**config.mk**
```make
export PLATFORM = sky130hd
export DESIGN_NAME = mod_counter
export DESIGN_NICKNAME = d
export VERILOG_FILES = /design/src/rtl/counter_pkg.sv /design/src/rtl/step_prescaler.sv /design/src/rtl/mod_counter.sv
export SDC_FILE = /design/constraint.sdc
export NUM_CORES = 1
export LEC_CHECK = 0
export CAP_MARGIN = 10
export CORE_MARGIN = 2
export CORE_UTILIZATION = 48
export DETAILED_ROUTE_END_ITERATION = 10
export PLACE_DENSITY_LB_ADDON = 0.2
export RECOVER_POWER = 25
export SYNTH_ARGS = -nofsm -noshare
export SYNTH_HDL_FRONTEND = slang
export SYNTH_SLANG_ARGS = --single-unit
```
**constraint.sdc**
```tcl
create_clock -name clk -period 2.2 [get_ports clk]
set_clock_uncertainty 0.1 [all_clocks]
set_input_delay 0.44 -clock clk [delete_from_list [all_inputs] [get_ports clk]]
set_output_delay 0.44 -clock clk [all_outputs]
set_load 0.005 [all_outputs]
```
**src/rtl/counter_pkg.sv**
```systemverilog
// Shared encodings for the modulo counter: mode and direction codes.
package counter_pkg;

  localparam logic [1:0] MODE_WRAP    = 2'b00;
  localparam logic [1:0] MODE_SAT     = 2'b01;
  localparam logic [1:0] MODE_ONESHOT = 2'b10;

  localparam logic DIR_UP = 1'b1;
  localparam logic DIR_DN = 1'b0;

  // The unused 2'b11 encoding behaves as wrap.
  function automatic logic is_wrap_mode(input logic [1:0] mode);
    return (mode == MODE_WRAP) || (mode == 2'b11);
  endfunction

endpackage

```
**src/rtl/step_prescaler.sv**
```systemverilog
// Clock-enable prescaler: asserts step once every psc+1 enabled cycles.
module step_prescaler #(
  parameter int PSC_W = 4
) (
  input  logic             clk,
  input  logic             rst_n,
  input  logic             en,
  input  logic             sync_clr,
  input  logic [PSC_W-1:0] psc,
  output logic             step
);

  logic [PSC_W-1:0] psc_cnt;

  // Exact compare against the live psc: if psc shrinks below psc_cnt, the
  // counter runs on to all-ones and wraps before it matches again.
  assign step = en && (psc_cnt == psc);

  // NOTE: sequential state uses non-blocking assignments so every register
  // samples pre-edge values, independent of process evaluation order.
  always_ff @(posedge clk or negedge rst_n) begin
    if (!rst_n) begin
      psc_cnt <= '0;
    end else if (sync_clr || step) begin
      psc_cnt <= '0;
    end else if (en) begin
      psc_cnt <= psc_cnt + PSC_W'(1);
    end
  end

endmodule

```
**src/rtl/mod_counter.sv**
```systemverilog
// Up/down modulo counter with wrap/saturate/one-shot modes, prescaled
// stepping and a registered terminal-count pulse.
module mod_counter
  import counter_pkg::*;
#(
  parameter int WIDTH = 8,
  parameter int PSC_W = 4
) (
  input  logic             clk,
  input  logic             rst_n,
  input  logic             en,
  input  logic             clr,
  input  logic             load,
  input  logic [WIDTH-1:0] load_val,
  input  logic             dir,
  input  logic [1:0]       mode,
  input  logic [WIDTH-1:0] limit,
  input  logic [PSC_W-1:0] psc,
  output logic [WIDTH-1:0] count,
  output logic             tc,
  output logic             done
);

  logic [WIDTH-1:0] count_q, count_d;
  logic             done_q, done_d;
  logic             tc_q, tc_d;
  logic             step;
  logic             wrap_mode;

  // A finished one-shot freezes the prescaler as well as the count.
  step_prescaler #(.PSC_W(PSC_W)) u_step_prescaler (
    .clk      (clk),
    .rst_n    (rst_n),
    .en       (en & ~done_q),
    .sync_clr (clr | load),
    .psc      (psc),
    .step     (step)
  );

  assign wrap_mode = is_wrap_mode(mode);

  // NOTE: every output of this block gets a default first, so no path
  // leaves a variable unassigned and no latch is inferred.
  always_comb begin
    count_d = count_q;
    done_d  = done_q;
    tc_d    = 1'b0;
    if (clr) begin
      count_d = '0;
      done_d  = 1'b0;
    end else if (load) begin
      count_d = load_val;
      done_d  = 1'b0;
    end else if (step) begin
      case (dir)
        DIR_UP: begin
          if (count_q >= limit) begin
            if (wrap_mode) begin
              count_d = '0;
              tc_d    = 1'b1;
            end else begin
              count_d = limit;
            end
          end else begin
            count_d = count_q + WIDTH'(1);
            tc_d    = !wrap_mode && (count_d == limit);
          end
        end
        DIR_DN: begin
          if (count_q == '0) begin
            if (wrap_mode) begin
              count_d = limit;
              tc_d    = 1'b1;
            end
          end else begin
            count_d = count_q - WIDTH'(1);
            tc_d    = !wrap_mode && (count_q == WIDTH'(1));
          end
        end
      endcase
      if (tc_d && (mode == MODE_ONESHOT)) begin
        done_d = 1'b1;
      end
    end
  end

  always_ff @(posedge clk or negedge rst_n) begin
    if (!rst_n) begin
      count_q <= '0;
      done_q  <= 1'b0;
      tc_q    <= 1'b0;
    end else begin
      count_q <= count_d;
      done_q  <= done_d;
      tc_q    <= tc_d;
    end
  end

  assign count = count_q;
  assign tc    = tc_q;
  assign done  = done_q;

endmodule

```
==> flow_summary_export.csv, run 1 <==
group,metric,value,unit
status,status,"complete, but fails checks",
status,violations,"setup timing",
floorplanning,dieArea,4860,µm²
layout,drive_gt1_share,46.3,%
clock_tree,cts_max_path_buffers,2,
layout,nets,410,
sta,finalHoldViolations,0,
global_routing,grt_pass1_vias,2410,
synth,synth_seq_area_share,16.9,%
drt,drtAntennaViolNets,0,
synth,synthesis.area,2070,µm²
worst_setup_path,path_cells,"buf_12, nor3_4, buf_4, nand3_2, mux2_1, or3_1, a22oi_1, a311oi_1",
sta,rsz0062_at_grt,"true",
floorplanning,start_util,50.7,%
worst_setup_path,crit_arrival,2.33,ns
drt,routed_wl,8.72,mm
synth,netlist.area_leader.share,16.9,%
job,drv_cap,0,
sta,fin_crit,2.31,ns
min_path,worstHoldEndpoint,"u_step_prescaler.psc_cnt[3]",
synth,netlist_top_cells_area,"dfrtp_1, ha_1, xnor2_1",
worst_setup_path,max_stage_delay,0.48,ns
layout,n_antenna_cell,0,
clock_tree,htree_levels,1,
sta,worst_slack,-0.107,ns
floorplanning,dieHeight,69.7,µm
floorplanning,boundaryPins,38,
drt,avgRoutedWirePerCell,20.9,µm
sta,drv_slew,0,
global_routing,grt_max_degree,17,
synth,yosys.area.top_type,"dfrtp_1",
layout,final_cell_count_no_fill,417,
worst_setup_path,cp_max_fo,9,
synth,postSynthAreaPerCell,8.15,µm²
place,dp.cells,399,
worst_setup_path,critPathBufInv,2,
synth,synth_edf_count,0,
clock_tree,cts_sinks,14,
power_and_ir_drop,power.leakage,1.48,nW
drt,num_vias,2665,
drt,first_iter_violations,320,
drt,firstDrtPassIters,5,
global_routing,grt_pass1_wl,12.4,mm
power_and_ir_drop,power_density,384,nW/µm²
worst_setup_path,cp-start-kind,"flip-flop",
synth,ys_ff_latch,14,
worst_setup_path,crit_type,"reg2reg",
synth,async_flop_share,100,%
sta,setup_viol,6,
min_path,hold_path_depth,2,
synth,synthCells,254,
global_routing,antenna_found_initial,0,
place,portBuffers,37,
power_and_ir_drop,power,1.34,mW
place,dp_hpwl,5.54,mm
min_path,hold_class,"reg2reg",
place,gp_congestion,1.00,
min_path,min_from,"u_step_prescaler.psc_cnt[3]",
sta,max_slew_margin,53.8,%
clock_tree,cts_made_buffers,3,
sta,fmax,433,MHz
sta,period_share,105,%
worst_setup_path,r2r-end,"count[0]",
worst_setup_path,critPathTopFamily,"simple AND/OR/NAND/NOR gates",
worst_setup_path,rr_startpoint,"count[4]",
floorplanning,core,4090,µm²
layout,syn_to_final_growth,69.1,%
worst_setup_path,required,2.22,ns
worst_setup_path,r2r_cells,8,
synth,synth-warning-count,0,
synth,synth_cell_type_count,67,
clock_tree,clkLatencyLatePin,0.25,ns
clock_tree,cts_tree,"yes",
clock_tree,clk_pin_slew_worst_paths,0.07,ns
synth,syn_nets,296,
clock_tree,ctsHoldBuffers,0,
worst_setup_path,cpMaxStageDelayCell,"dfrtp_1",
drt,viasPerCell,6.39,
synth,synthTopCellsByCount,"nand2_1, a21oi_1, inv_1",
floorplanning,die_w,69.7,µm
power_and_ir_drop,peakVddDrop,0.000263,V
worst_setup_path,ff2ff_setup_slack,-0.11,ns
sta,final.setup.tns,-0.324,ns
worst_setup_path,cp-end-kind,"flip-flop",
clock_tree,clock-root-buffer,"clkbuf_8",
global_routing,grt_overflow,0,
drt,drc,0,
synth,ys.flop_type,"dfrtp_1",
global_routing,track_usage,32.1,%
synth,yosysMostFrequentCell,"nand2_1",
sta,worstMarginPinSlew,0.690,ns
floorplanning,core.rowCount,23,
[layout by cell type (no fill, tap or decap), types with 6 or more instances in the layout]
cell type	Yosys	routed
xor2_1	8	7
dlygate4sd2_1	0	9
nor2_1	14	14
clkdlybuf4s50_1	0	26
buf_4	2	78
inv_1	16	8
ha_4	0	8
xnor2_1	11	10
nand3_1	8	6
inv_2	0	7
a21oi_1	16	12
dfrtp_1	14	10
o21ai_0	13	10
nand2_1	17	17
[sequential cells by signal, summed over array words and instances (netlist names)]
signal,cells
count,8
done,1
u_step_prescaler.psc_cnt,4
tc,1
[area by class of cell]
class | instances | area [µm²]
Sequential cell | 14 | 355
Tap cell | 50 | 62.6
Inverter | 16 | 62.6
Timing Repair Buffer | 123 | 1040
Clock buffer | 4 | 55.1
Fill cell | 216 | 584
Multi-Input combinational cell | 210 | 1930
[cells by family (layout without fill, tap and decap cells)]
group | after synthesis | in the layout | share of synthesized area [%]
AO/OA/AOI/OAI | 75 | 75 | 25.3
XOR/XNOR | 21 | 21 | 9.91
adder cells (fa/ha/maj) | 14 | 14 | 8.46
buffers and inverters | 30 | 143 | 8.58
flip-flops | 14 | 14 | 16.9
multiplexers | 8 | 8 | 3.99
AND/OR/NAND/NOR | 92 | 92 | 26.9
[through the flow]
stage / worst slack [ns] / utilization (%) / hold slack [ns] / cell area [µm²]
after CTS: 0.000730 / 79.5 / 0.485 / 3250
after global routing: -0.142 / 85.7 / 0.545 / 3500
after detailed placement: -0.636 / 72.1 / 0.466 / 2950
after floorplan: -0.0276 / - / 0.0444 / 2080
after global placement: -0.589 / 72.1 / 0.453 / 2950
final: -0.107 / 85.7 / 0.504 / 3500
[worst max-delay path by stage]
stage	cells after the start	startpoint	to
after global placement	8	mode[0]	done
after floorplan	8	count[0]	tc
final	8	count[4]	count[0]
after detailed placement	8	limit[0]	done
after global routing	7	psc[2]	tc
after CTS	9	limit[2]	tc
[per-layer routing]
metal  track usage [%]  share of wire [%]
met5                 0                  0
met1              43.6                 39
met4              10.0                4.3
met2              53.0                 49
met3              4.07                8.4
[where the power goes]
group          leakage [nW]  switching [mW]  total, mW  internal [mW]
sequential            0.183          0.0218      0.291          0.269
combinational          1.27           0.395      0.785          0.390
clock                0.0288           0.109      0.268          0.159
total                  1.48           0.526       1.34          0.818
[what timing repair did]
action	in CTS	in global routing
setup buffers	4	10
gates cloned	1	0
pin swaps	21	25
setup endpoints to repair	10	10
resized for setup	55	38
[tightest hold or removal path, cell delays in order, from the launching register on]
cell and delay [ns]:
dfrtp_1 0.39, xor2_1 0.09, nor2_1 0.09
(Power assumes the default switching activity.)
==> run 2: changes to the inputs <==
--- a/config.mk
+++ b/config.mk
@@ -7,7 +7,7 @@
 export LEC_CHECK = 0
 export CAP_MARGIN = 10
 export CORE_MARGIN = 2
-export CORE_UTILIZATION = 48
+export CORE_UTILIZATION = 35
 export DETAILED_ROUTE_END_ITERATION = 10
 export PLACE_DENSITY_LB_ADDON = 0.2
 export RECOVER_POWER = 25
==> run 2 against run 1 <==
Effect of this change: the run now ends clean; die area grew 35%; register-to-register slack improved by 0.16 ns; critical path depth unchanged; hold slack lost 0.023 ns; first-iteration DRC count down 52%; routed wire length down 16%; power decreased by 3.4%; highest routed layer unchanged.
==> flow_summary_export.csv, run 2 (same netlist as run 1, synthesis figures left out) <==
group,metric,value,unit
layout,nets,402,
job,drv_cap,0,
worst_setup_path,startpoint,"count[1]",
worst_setup_path,path_cells,"inv_2, ha_4, nor2b_4, nand3_2, mux2_1, or3_1, a22oi_2, a311oi_1",
drt,avgRoutedWirePerCell,16.9,µm
global_routing,track_usage,22.6,%
worst_setup_path,required,2.23,ns
power_and_ir_drop,pwr-share-clk,20.4,%
drt,drtAntennaViolNets,0,
power_and_ir_drop,power_density,376,nW/µm²
power_and_ir_drop,switchingPower,0.492,mW
global_routing,grt_pass1_wl,11.3,mm
floorplanning,dieArea,6550,µm²
sta,worstMarginPinSlew,0.791,ns
sta,setup_viol,0,
sta,rsz0062_at_grt,"true",
min_path,hold_path_depth,2,
worst_setup_path,r2r_cells,8,
worst_setup_path,rr_startpoint,"count[1]",
power_and_ir_drop,peakVddDrop,0.000275,V
clock_tree,cts_sinks,14,
worst_setup_path,crit_arrival,2.18,ns
worst_setup_path,cp-end-kind,"flip-flop",
drt,viasPerCell,5.49,
floorplanning,start_util,35.6,%
clock_tree,cts_made_buffers,3,
clock_tree,cts_tree,"yes",
floorplanning,die_w,80.9,µm
sta,period_share,97.8,%
global_routing,grt_pass1_vias,2261,
sta,fmax,465,MHz
global_routing,busiest_layer,"met2",
sta,fin_crit,2.15,ns
layout,syn_to_final_growth,66.8,%
drt,num_vias,2381,
power_and_ir_drop,power,1.30,mW
layout,n_antenna_cell,0,
global_routing,grt_max_degree,17,
sta,hold_slack,0.481,ns
layout,drive_gt1_share,42.9,%
layout,largest_reg_flops,8,
layout,final_cell_mix,"buf_4, clkdlybuf4s50_1, nand2_1, nor2_1, a21oi_1",
power_and_ir_drop,sw_frac_of_total,37.8,%
drt,first_iter_violations,153,
worst_setup_path,cp_max_fo,5,
floorplanning,boundaryPins,38,
power_and_ir_drop,comb_power_share,57.2,%
global_routing,met3_usage,3.67,%
drt,drc,0,
clock_tree,clkLatencyLatePin,0.26,ns
place,gp_congestion,0.938,
status,status,"completed",
floorplanning,dieHeight,80.9,µm
layout,final_cell_count_no_fill,434,
clock_tree,cts_max_path_buffers,2,
drt,firstDrtPassIters,4,
power_and_ir_drop,power.leakage,1.47,nW
place,portBuffers,37,
global_routing,antenna_found_initial,0,
min_path,min_from,"u_step_prescaler.psc_cnt[3]",
clock_tree,clock-root-buffer,"clkbuf_8",
drt,routed_wl,7.33,mm
power_and_ir_drop,internal-power,0.807,mW
global_routing,grt_use_met2,39.2,%
worst_setup_path,max_stage_delay,0.46,ns
floorplanning,core.rowCount,28,
clock_tree,htree_levels,1,
layout,fin_util,59.4,%
place,dp.cells,425,
worst_setup_path,cp-start-kind,"flip-flop",
power_and_ir_drop,seqPwrFrac,22.4,%
floorplanning,core,5820,µm²
worst_setup_path,cpMaxStageDelayCell,"dfrtp_2",
worst_setup_path,crit_type,"reg2reg",
sta,max_slew_margin,47.3,%
global_routing,grt_overflow,0,
clock_tree,clk_pin_slew_worst_paths,0.06,ns
global_routing,met1_usage,28.9,%
place,dp_hpwl,5.76,mm
min_path,hold_class,"reg2reg",
sta,finalHoldViolations,0,
sta,final.setup.tns,0,ns
layout,layout_commonest_cell,"buf_4",
sta,drv_slew,0,
[run 2: cell count changes in the layout (fill, tap and decap cells not counted), moves of 2 or more]
| cell | before | now |
|---|---|---|
| dfrtp_2 | 4 | 6 |
| dlymetal6s2s_1 | 0 | 4 |
| clkdlybuf4s50_1 | 26 | 24 |
| buf_4 | 78 | 70 |
| dlygate4sd2_1 | 9 | 7 |
| nor3_2 | 3 | 1 |
| dfrtp_1 | 10 | 8 |
[run 2: cell type report]
class                   count  area [µm²]
clock buffers               4        55.1
fillers                   518        2360
inverters                  16        62.6
multi-input cells         210        1890
flip-flops and latches     14         358
well taps                  75        93.8
repair buffers            115         992
[run 2: what timing repair did]
| item | in CTS | in global routing |
|---|---|---|
| gates resized for setup | 54 | 35 |
| setup endpoints to repair | 10 | 10 |
| hold buffers | 0 | 0 |
| setup buffers | 4 | 2 |
| pin swaps | 14 | 19 |
[run 2: critical path: cells and delay by family (launching register included)]
| family | cells | cell delay [ns] |
|---|---|---|
| buffers and inverters | 1 | 0.10 |
| and+or+nand+nor | 3 | 0.62 |
| AOI/OAI and AO/OA | 2 | 0.24 |
| adders and majority gates | 1 | 0.18 |
| DFF | 1 | 0.46 |
| muxes | 1 | 0.32 |
[run 2: routing by layer]
layer  vias up  wire length [µm]
met5         -                 0
met4         0               147
met3        12               392
met2        76              3730
met1      1133              3060
li1       1160                 -
[run 2: worst paths after layout]
path	end	slack, ns
worst max register to register	count[0]	0.05
worst min-delay path	u_step_prescaler.psc_cnt[3]	0.48
min in group asynchronous	count[7]	0.67
max in group asynchronous	count[1]	0.78
worst min register to register	u_step_prescaler.psc_cnt[3]	0.48
worst max-delay path	count[0]	0.05
[run 2: power by group through the flow]
stage / registers [mW] / clock network [mW] / logic (mW)
finish: 0.291 / 0.265 / 0.743
global route: 0.292 / 0.278 / 0.798
CTS: 0.290 / 0.263 / 0.680
detailed placement: 0.291 / 0 / 0.614
global placement: 0.291 / 0 / 0.606
floorplan: 0.291 / 0 / 0.322
[run 2: metrics by stage]
step / setup slack [ns] / instance area, µm²
floorplan: -0.0276 / 2080
global placement: -0.633 / 3000
detailed placement: -0.674 / 3000
CTS: -0.0195 / 3280
global route: -0.0418 / 3450
finish: 0.0480 / 3450
==> run 3: changes to the inputs <==
--- a/config.mk
+++ b/config.mk
@@ -9,8 +9,10 @@
 export CORE_MARGIN = 2
 export CORE_UTILIZATION = 35
 export DETAILED_ROUTE_END_ITERATION = 10
+export GPL_TIMING_DRIVEN = 0
 export PLACE_DENSITY_LB_ADDON = 0.2
 export RECOVER_POWER = 25
 export SYNTH_ARGS = -nofsm -noshare
 export SYNTH_HDL_FRONTEND = slang
 export SYNTH_SLANG_ARGS = --single-unit
+export TNS_END_PERCENT = 20
==> run 3 against run 2 <==
Effect of this change: the run now ends with setup timing left; sequential share of layout area increased by 0.72 points; largest cell class unchanged; largest power group unchanged; die area unchanged; power decreased by 5.6%; final cell count decreased by 8.8%; hold slack got worse by 0.018 ns; critical path type is now in2reg.
==> flow_summary_export.csv, run 3 (same netlist as run 1, synthesis figures left out) <==
group,metric,value,unit
status,status,"complete, but fails checks",
status,violations,"setup timing",
worst_setup_path,cp-end-kind,"flip-flop",
drt,drtAntennaViolNets,0,
sta,fmax,452,MHz
power_and_ir_drop,peakVddDrop,0.000280,V
worst_setup_path,r2r_cells,8,
power_and_ir_drop,power,1.23,mW
global_routing,track_usage,21.0,%
clock_tree,clock-root-buffer,"clkbuf_8",
global_routing,grt_max_degree,15,
floorplanning,core.rowCount,28,
global_routing,grt_overflow,0,
layout,final_cell_mix,"buf_4, clkdlybuf4s50_1, nand2_1, o21ai_0, nor2_1",
clock_tree,htree_levels,1,
worst_setup_path,required,2.25,ns
sta,hold_slack,0.463,ns
worst_setup_path,crit_arrival,2.26,ns
sta,worstMarginPinSlew,0.662,ns
layout,syn_to_final_growth,55.4,%
place,dp.cells,366,
global_routing,antenna_found_initial,0,
place,placed_area,2540,µm²
power_and_ir_drop,power.leakage,1.32,nW
drt,drc,0,
layout,drive_gt1_share,39.3,%
clock_tree,cts_max_path_buffers,2,
floorplanning,core,5820,µm²
place,dp_hpwl,5.04,mm
place,portBuffers,37,
floorplanning,die_w,80.9,µm
sta,period_share,101,%
clock_tree,ctsHoldBuffers,0,
clock_tree,cts_sinks,14,
min_path,hold_path_depth,2,
global_routing,grt_pass1_vias,2116,
layout,n_antenna_cell,0,
worst_setup_path,cp-start-kind,"primary input",
sta,setup_viol,1,
drt,num_vias,2289,
clock_tree,cts_tree,"yes",
sta,fin_crit,2.21,ns
worst_setup_path,crit_type,"in2reg",
min_path,hold_class,"reg2reg",
floorplanning,start_util,35.6,%
layout,nets,364,
layout,final_cell_area,3220,µm²
sta,max_slew_margin,55.8,%
global_routing,grt_pass1_wl,10.6,mm
sta,drv_slew,0,
drt,routed_wl,7.13,mm
place,place_ws,-0.889,ns
sta,rsz0062_at_grt,"true",
layout,layout_commonest_cell,"buf_4",
clock_tree,cts_made_buffers,3,
layout,final_cell_count_no_fill,396,
place,gp_congestion,0.917,
worst_setup_path,cp_max_fo,6,
sta,worst_slack,-0.0123,ns
clock_tree,clk_pin_slew_worst_paths,0.06,ns
sta,final.setup.tns,-0.0123,ns
drt,avgRoutedWirePerCell,18.0,µm
layout,largest_reg_flops,8,
drt,first_iter_violations,186,
power_and_ir_drop,power_density,381,nW/µm²
floorplanning,dieHeight,80.9,µm
job,drv_cap,0,
layout,fin_util,55.3,%
floorplanning,boundaryPins,38,
clock_tree,clkLatencyLatePin,0.25,ns
floorplanning,dieArea,6550,µm²
drt,viasPerCell,5.78,
sta,finalHoldViolations,0,
drt,firstDrtPassIters,4,
[run 3: cell count changes in the layout (fill, tap and decap cells not counted), moves of 3 or more]
cell / delta
clkbuf_2: +3
buf_4: -44
dlygate4sd2_1: -4
o21ai_1: -3
o21ai_0: +3
[run 3: layout make-up]
class,instances,area [µm²]
repair buffers,63,577
well taps,75,93.8
clock buffers,4,55.1
flip-flops and latches,14,357
multi-input cells,210,1940
plain buffers,14,133
inverters,16,65.1
fillers,541,2600
[run 3: final timing paths]
| path | startpoint | to | slack [ns] |
|---|---|---|---|
| worst min register to register | u_step_prescaler.psc_cnt[3] | u_step_prescaler.psc_cnt[3] | 0.46 |
| worst max register to register | count[0] | tc | 0 |
| max in group asynchronous | rst_n | count[0] | 0.97 |
| min in group asynchronous | rst_n | count[6] | 0.56 |
| worst max-delay path | en | tc | -0.01 |
| worst min-delay path | u_step_prescaler.psc_cnt[3] | u_step_prescaler.psc_cnt[3] | 0.46 |
[run 3: layer usage]
layer  routed length, µm  vias up  share of wire (%)  GRT usage (%)
li1                    -     1082                  -              -
met1                2970     1112                 42           28.4
met2                3520       76                 49           35.0
met3                 445       19                6.2           3.22
met4                 195        0                2.7           5.08
met5                   0        -                  0              0
[run 3: repair_timing]
action / 4_1_cts / 5_1_grt
pin swaps: 12 / 18
endpoints found under the setup margin: 10 / 10
resized for setup: 55 / 51
cloned: 0 / 1
setup buffers: 9 / 16
hold endpoints to repair: 0 / 0
[run 3: critical path, cell delays in order]
cell	delay, ns
clkdlybuf4s50_1	0.45
nor2b_1	0.12
clkbuf_4	0.18
and2_4	0.18
nand2_2	0.13
nor4_2	0.30
nand4_1	0.17
a311oi_2	0.30
[run 3: power breakdown]
part	leakage, nW	internal [mW]	switching, mW
clock network	0.0288	0.159	0.0984
logic	1.11	0.323	0.355
registers	0.182	0.270	0.0212
==> RTL edit 1, RTL diff (config.mk and constraints of run 2) <==
Change the parameter `WIDTH` from 8 to 12.
--- a/src/rtl/mod_counter.sv
+++ b/src/rtl/mod_counter.sv
@@ -4,5 +4,5 @@
   import counter_pkg::*;
 #(
-  parameter int WIDTH = 8,
+  parameter int WIDTH = 12,
   parameter int PSC_W = 4
 ) (
Interface: changed (resized count, limit and load_val); port bits go from 38 to 50. No check against the original RTL was run, so the function may have changed too.
==> RTL edit 1 against run 2 <==
The flow now finishes with violations (negative setup slack); first-iteration DRC count rose by 30%; wire length rose by 36%; sequential share of layout area rose by 0.31 points; cell count rose by 24%; worst setup slack got worse by 0.40 ns; area after synthesis rose by 15%; clock power rose by 17%; cell area rose by 24%; combinational power rose by 16%; sequential cell count rose by 4; die area rose by 14%; power rose by 19%; count of clock-buffer cells in the layout did not move; critical endpoint is now done$_DFFE_PN0P_; largest power group unchanged; highest routed layer unchanged.
==> RTL edit 1: results (changes against run 2) <==
[status]
status=finished, violations left  ; was finished clean
violations=negative setup slack

[setup_path]
cp_slowest_stage_delay_ns=0.47
critPathCapture=done$_DFFE_PN0P_  ; was count[0]$_DFFE_PN0P_
startpoint=count[2]$_DFFE_PN0P_  ; was count[1]$_DFFE_PN0P_
crit_arrival_ns=2.61  ; was 2.18 ns
path_max_fanout=5  ; unchanged

[synthesis]
synth_fp_nets=369  ; was 296
synth_compound_area_frac=0.228  ; was 0.253
synth-xor-area-share=0.121  ; was 0.0991
synthTopCellsByArea=dfrtp_1, xnor2_1, ha_1, nor2_1, o31ai_1  ; was dfrtp_1, ha_1, xnor2_1, a21oi_1, xor2_1
synth_ff_type=dfrtp_1  ; unchanged
synth_adder_area_share=0.0944  ; was 0.0846
ys_types=53  ; was 67
netlist_top_cells_count=nor2_1, xnor2_1, inv_1  ; was nand2_1, a21oi_1, inv_1
ys_seq_area_frac=0.189  ; was 0.169
synthMuxAreaShare=0.0131  ; was 0.0399

[route]
wl_per_cell_um=18.5  ; was 16.9 um
vias=3003  ; was 2381
routed-wl-met2_mm=5.05  ; was 3.73 mm
wl_met1_mm=4.16  ; was 3.06 mm
dr.first_iter.drc_count=199  ; was 153
met3_length_um=563  ; was 392 um

[timing]
fin_ws_ns=-0.350  ; was 0.0480 ns
relSlewSlack=0.208  ; was 0.473
report.final.setup_viol=14  ; was 0

[cts]
clk_pin_slew_ns=0.09  ; was 0.06 ns
htree_num_levels=1  ; unchanged
cts_inserted_buffers=3  ; unchanged

[global_routing]
met1_usage=0.336  ; was 0.289
grt_pass1_wl_mm=15.3  ; was 11.3 mm
grt_max_degree=29  ; was 17
grtUsageTotal=0.266  ; was 0.226
grt_antenna_before_repair=0  ; unchanged
grt.met3_usage=0.0286  ; was 0.0367
grt_pass1_vias=3091  ; was 2261
grt_use_met2=0.476  ; was 0.392

[layout]
fillers=592  ; was 518
nNetsFinal=513  ; was 402
final_layout_size_suffix_gt1_frac=0.426  ; was 0.429
largest_register_ffs=12  ; was 8

[placed_design]
io_buffers=49  ; was 37
hpwl_mm=7.43  ; was 5.76 mm
place_ws_ns=-0.886  ; was -0.674 ns
gp_congestion=0.978  ; was 0.938

[hold_path]
hold_path_class=register to register  ; unchanged

[power_and_ir_drop]
leakagePower_nw=1.79  ; was 1.47 nW
vdd_drop_max_mv=0.205  ; was 0.275 mV
power.share.switching=0.378  ; about the same

## RTL edit 1: power by group through the flow
stage	Combinational [mW]	Sequential, mW	Clock, mW
2_1_floorplan	0.346	0.376	0
3_3_place_gp	0.699	0.377	0
3_5_place_dp	0.705	0.377	0
4_1_cts	0.798	0.372	0.306
5_1_grt	0.923	0.375	0.321
6_report	0.863	0.373	0.309
## RTL edit 1: what timing repair did
item,CTS,global route
buffers inserted,11,6
gates resized for setup,75,26
endpoints found under the setup margin,14,14
hold buffers,0,0
pin swaps,33,12
cloned,0,0
## RTL edit 1: layout make-up
type,instances,area [um2],area share
Inverter,22,87.6,0.0205
Multi-Input combinational cell,251,2160,0.505
Clock buffer,4,55.1,0.0129
Timing Repair Buffer,163,1420,0.331
Tap cell,80,100,0.0234
Sequential cell,18,457,0.107
## RTL edit 1: how the worst min path moves through the flow
stage          slack, ns                                     from  depth (start not counted)                                      end
2_1_floorplan       0.04                                    rst_n                          0                     count[0]$_DFFE_PN0P_
3_3_place_gp        0.53  u_step_prescaler.psc_cnt[3]$_DFFE_PN0P_                          3  u_step_prescaler.psc_cnt[3]$_DFFE_PN0P_
3_5_place_dp        0.56  u_step_prescaler.psc_cnt[3]$_DFFE_PN0P_                          3  u_step_prescaler.psc_cnt[3]$_DFFE_PN0P_
4_1_cts             0.42                                    rst_n                          2                    count[11]$_DFFE_PN0P_
5_1_grt             0.61  u_step_prescaler.psc_cnt[2]$_DFFE_PN0P_                          3  u_step_prescaler.psc_cnt[2]$_DFFE_PN0P_
6_report            0.58  u_step_prescaler.psc_cnt[3]$_DFFE_PN0P_                          3  u_step_prescaler.psc_cnt[3]$_DFFE_PN0P_
## RTL edit 1: worst max-delay path, delay by kind of cell, from the launching register on
kind                     cells  cell delay [ns]
flip-flops                   1             0.47
AO/OA/AOI/OAI                6             1.31
adder cells (fa/ha/maj)      1             0.25
AND/OR/NAND/NOR              1             0.29
## RTL edit 1: stage by stage
step / cells / setup TNS, ns / util / cell area, um2 / hold slack [ns]
floorplan: 315 / -1.14 / - / 2500 / 0.0444
finish: 538 / -3.08 / 0.641 / 4280 / 0.578
detailed placement: 517 / -10.09 / 0.558 / 3730 / 0.556
global placement: 517 / -9.45 / 0.558 / 3730 / 0.530
CTS: 532 / -2.87 / 0.616 / 4120 / 0.415
global route: 538 / -4.46 / 0.641 / 4280 / 0.614
## RTL edit 1: logic make-up (layout without fill, tap and decap cells)
kind of cell / after synthesis / count (layout)
adder cells (fa/ha/maj): 18 / 18
flip-flops: 18 / 18
AO/OA/AOI/OAI: 76 / 76
buffers and inverters: 46 / 189
XOR/XNOR: 33 / 33
AND/OR/NAND/NOR: 121 / 121
multiplexers: 3 / 3
==> RTL edit 2, RTL diff (config.mk and constraints of run 2) <==
Made on the original files. Reset style: synchronous (`rst_n`), changed in 2 clocked blocks.
--- a/src/rtl/step_prescaler.sv
+++ b/src/rtl/step_prescaler.sv
@@ -19,5 +19,5 @@
   // NOTE: sequential state uses non-blocking assignments so every register
   // samples pre-edge values, independent of process evaluation order.
-  always_ff @(posedge clk or negedge rst_n) begin
+  always_ff @(posedge clk) begin
     if (!rst_n) begin
       psc_cnt <= '0;
--- a/src/rtl/mod_counter.sv
+++ b/src/rtl/mod_counter.sv
@@ -85,5 +85,5 @@
   end
 
-  always_ff @(posedge clk or negedge rst_n) begin
+  always_ff @(posedge clk) begin
     if (!rst_n) begin
       count_q <= '0;
Formal check against the unedited RTL: differs if rst_n is asserted again (counterexample within 4 cycles, from zero or initial values and one cycle with rst_n low); with rst_n held inactive, the same outputs for 10 cycles.
==> RTL edit 2 against run 2 <==
The flow now finishes with violations (negative setup slack); wire length fell by 10%; synthesized cell count shrank 2.0%; combinational power down 37%; global-route usage decreased by 0.84 points; area after synthesis fell by 8.0%; sequential cell count unchanged; cell area down 11%; power decreased by 22%; worst setup slack got worse by 0.064 ns; largest cell class unchanged.
==> RTL edit 2: results (changes against run 2) <==
[global_routing]
grt_max_degree=21  ; was 17
grt_pass1_wl_mm=10.5  ; was 11.3 mm
grt_pass1_vias=2237  ; was 2261
grtUsageTotal=0.218  ; was 0.226

[status]
violations=negative setup slack
status=finished, violations left  ; was finished clean

[setup_path]
cp_slowest_stage_delay_ns=0.51  ; was 0.46 ns
startpoint=mode[1]  ; was count[1]$_DFFE_PN0P_
rr_worst_depth=9  ; was 8
crit_arrival_ns=2.30  ; was 2.18 ns
path_max_fanout=4  ; was 5
crit_slowest_cell=clkdlybuf4s50_1  ; was dfrtp_2
crit-reg2reg-launch=count[0]$_SDFFE_PP0P_  ; was count[1]$_DFFE_PN0P_

[route]
via_per_inst=5.51  ; was 5.49
wl_per_cell_um=15.9  ; was 16.9 um
dr.first_iter.drc_count=108  ; was 153

[synthesis]
synth_fp_nets=291  ; was 296
netlist_top_cells_count=nor2_1, a21oi_1, inv_1  ; was nand2_1, a21oi_1, inv_1
synthArstFlopShare=0  ; was 1.00
ys_seq_area_frac=0.147  ; was 0.169
synth_ff_type=dfxtp_1  ; was dfrtp_1
ys_types=56  ; was 67
synthTopCellsByArea=dfxtp_1, ha_1, xnor2_1, xor2_1, nor2_1  ; was dfrtp_1, ha_1, xnor2_1, a21oi_1, xor2_1

[layout]
final_layout_size_suffix_gt1_frac=0.377  ; was 0.429
nNetsFinal=388  ; was 402
largest_register_ffs=8  ; unchanged
fillers=472  ; was 518

[power_and_ir_drop]
power.share.switching=0.343  ; was 0.378
vdd_drop_max_mv=0.274  ; was 0.275 mV
leakagePower_nw=1.27  ; was 1.47 nW

[placed_design]
gp_congestion=0.896  ; was 0.938
hpwl_mm=4.98  ; was 5.76 mm
place_ws_ns=-0.613  ; was -0.674 ns

[timing]
setup_tns_ns=-0.0159  ; was 0 ns
fin_ws_ns=-0.0159  ; was 0.0480 ns
report.final.setup_viol=1  ; was 0
relSlewSlack=0.736  ; was 0.473

[cts]
insertion_delay_ns=0.26  ; about the same
clk_pin_slew_ns=0.06  ; about the same

[hold_path]
min_from=u_step_prescaler.psc_cnt[3]$_SDFFE_PP0P_  ; was u_step_prescaler.psc_cnt[3]$_DFFE_PN0P_

-- RTL edit 2: power by group through the flow --
stage                     logic (mW)  clock network, mW  registers, mW
after floorplan                0.219                  0          0.276
after global placement         0.414                  0          0.276
after detailed placement       0.414                  0          0.276
after CTS                      0.437              0.265          0.270
after global routing           0.513              0.286          0.271
final                          0.471              0.268          0.270
-- RTL edit 2: routing by layer --
metal | up-vias | share of wire | GRT usage
met5 | - | 0 | 0
met4 | 0 | 0.016 | 0.0643
met3 | 13 | 0.054 | 0.0326
met2 | 73 | 0.49 | 0.372
met1 | 1083 | 0.44 | 0.280
li1 | 1117 | - | -
-- RTL edit 2: stage by stage --
stage | util | power (mW) | cell area (um2) | instances
after CTS | 0.573 | 0.973 | 2960 | 413
after global placement | 0.535 | 0.690 | 2770 | 404
final | 0.597 | 1.01 | 3090 | 415
after global routing | 0.597 | 1.07 | 3090 | 415
after detailed placement | 0.535 | 0.689 | 2770 | 404
after floorplan | - | 0.494 | 1960 | 249
-- RTL edit 2: cells by family after synthesis --
kind of cell / Yosys count / share of synthesized area
compound gates: 73 / 0.288
xor+xnor: 23 / 0.106
fa+ha+maj: 14 / 0.0920
buf+inv: 31 / 0.102
flops: 14 / 0.147
mux: 3 / 0.0158
simple gates: 91 / 0.250
-- RTL edit 2: worst min-delay path: stages, from the launching register on --
cell and delay (ns):
dfxtp_1 0.35, xor2_1 0.08, nor2_1 0.07
-- RTL edit 2: what timing repair did --
item,4_1_cts,5_1_grt
pin swaps,18,15
hold buffers,0,0
setup endpoints to repair,10,10
endpoints found under the hold margin,0,0
setup buffers,5,3
gates resized for setup,40,36
-- RTL edit 2: worst paths after layout --
path                                                                 end  slack [ns]
worst max register to register                         done$_SDFFE_PP0P_        0.01
worst min register to register  u_step_prescaler.psc_cnt[3]$_SDFFE_PP0P_        0.43
worst max-delay path                                   done$_SDFFE_PP0P_       -0.02
worst min-delay path            u_step_prescaler.psc_cnt[3]$_SDFFE_PP0P_        0.43
-- RTL edit 2: final cells by class --
cell class,count,area share
Inverter,17,0.0227
Clock buffer,4,0.0178
Multi-Input combinational cell,204,0.545
Sequential cell,14,0.0939
Timing Repair Buffer,106,0.292
Tap cell,70,0.0283
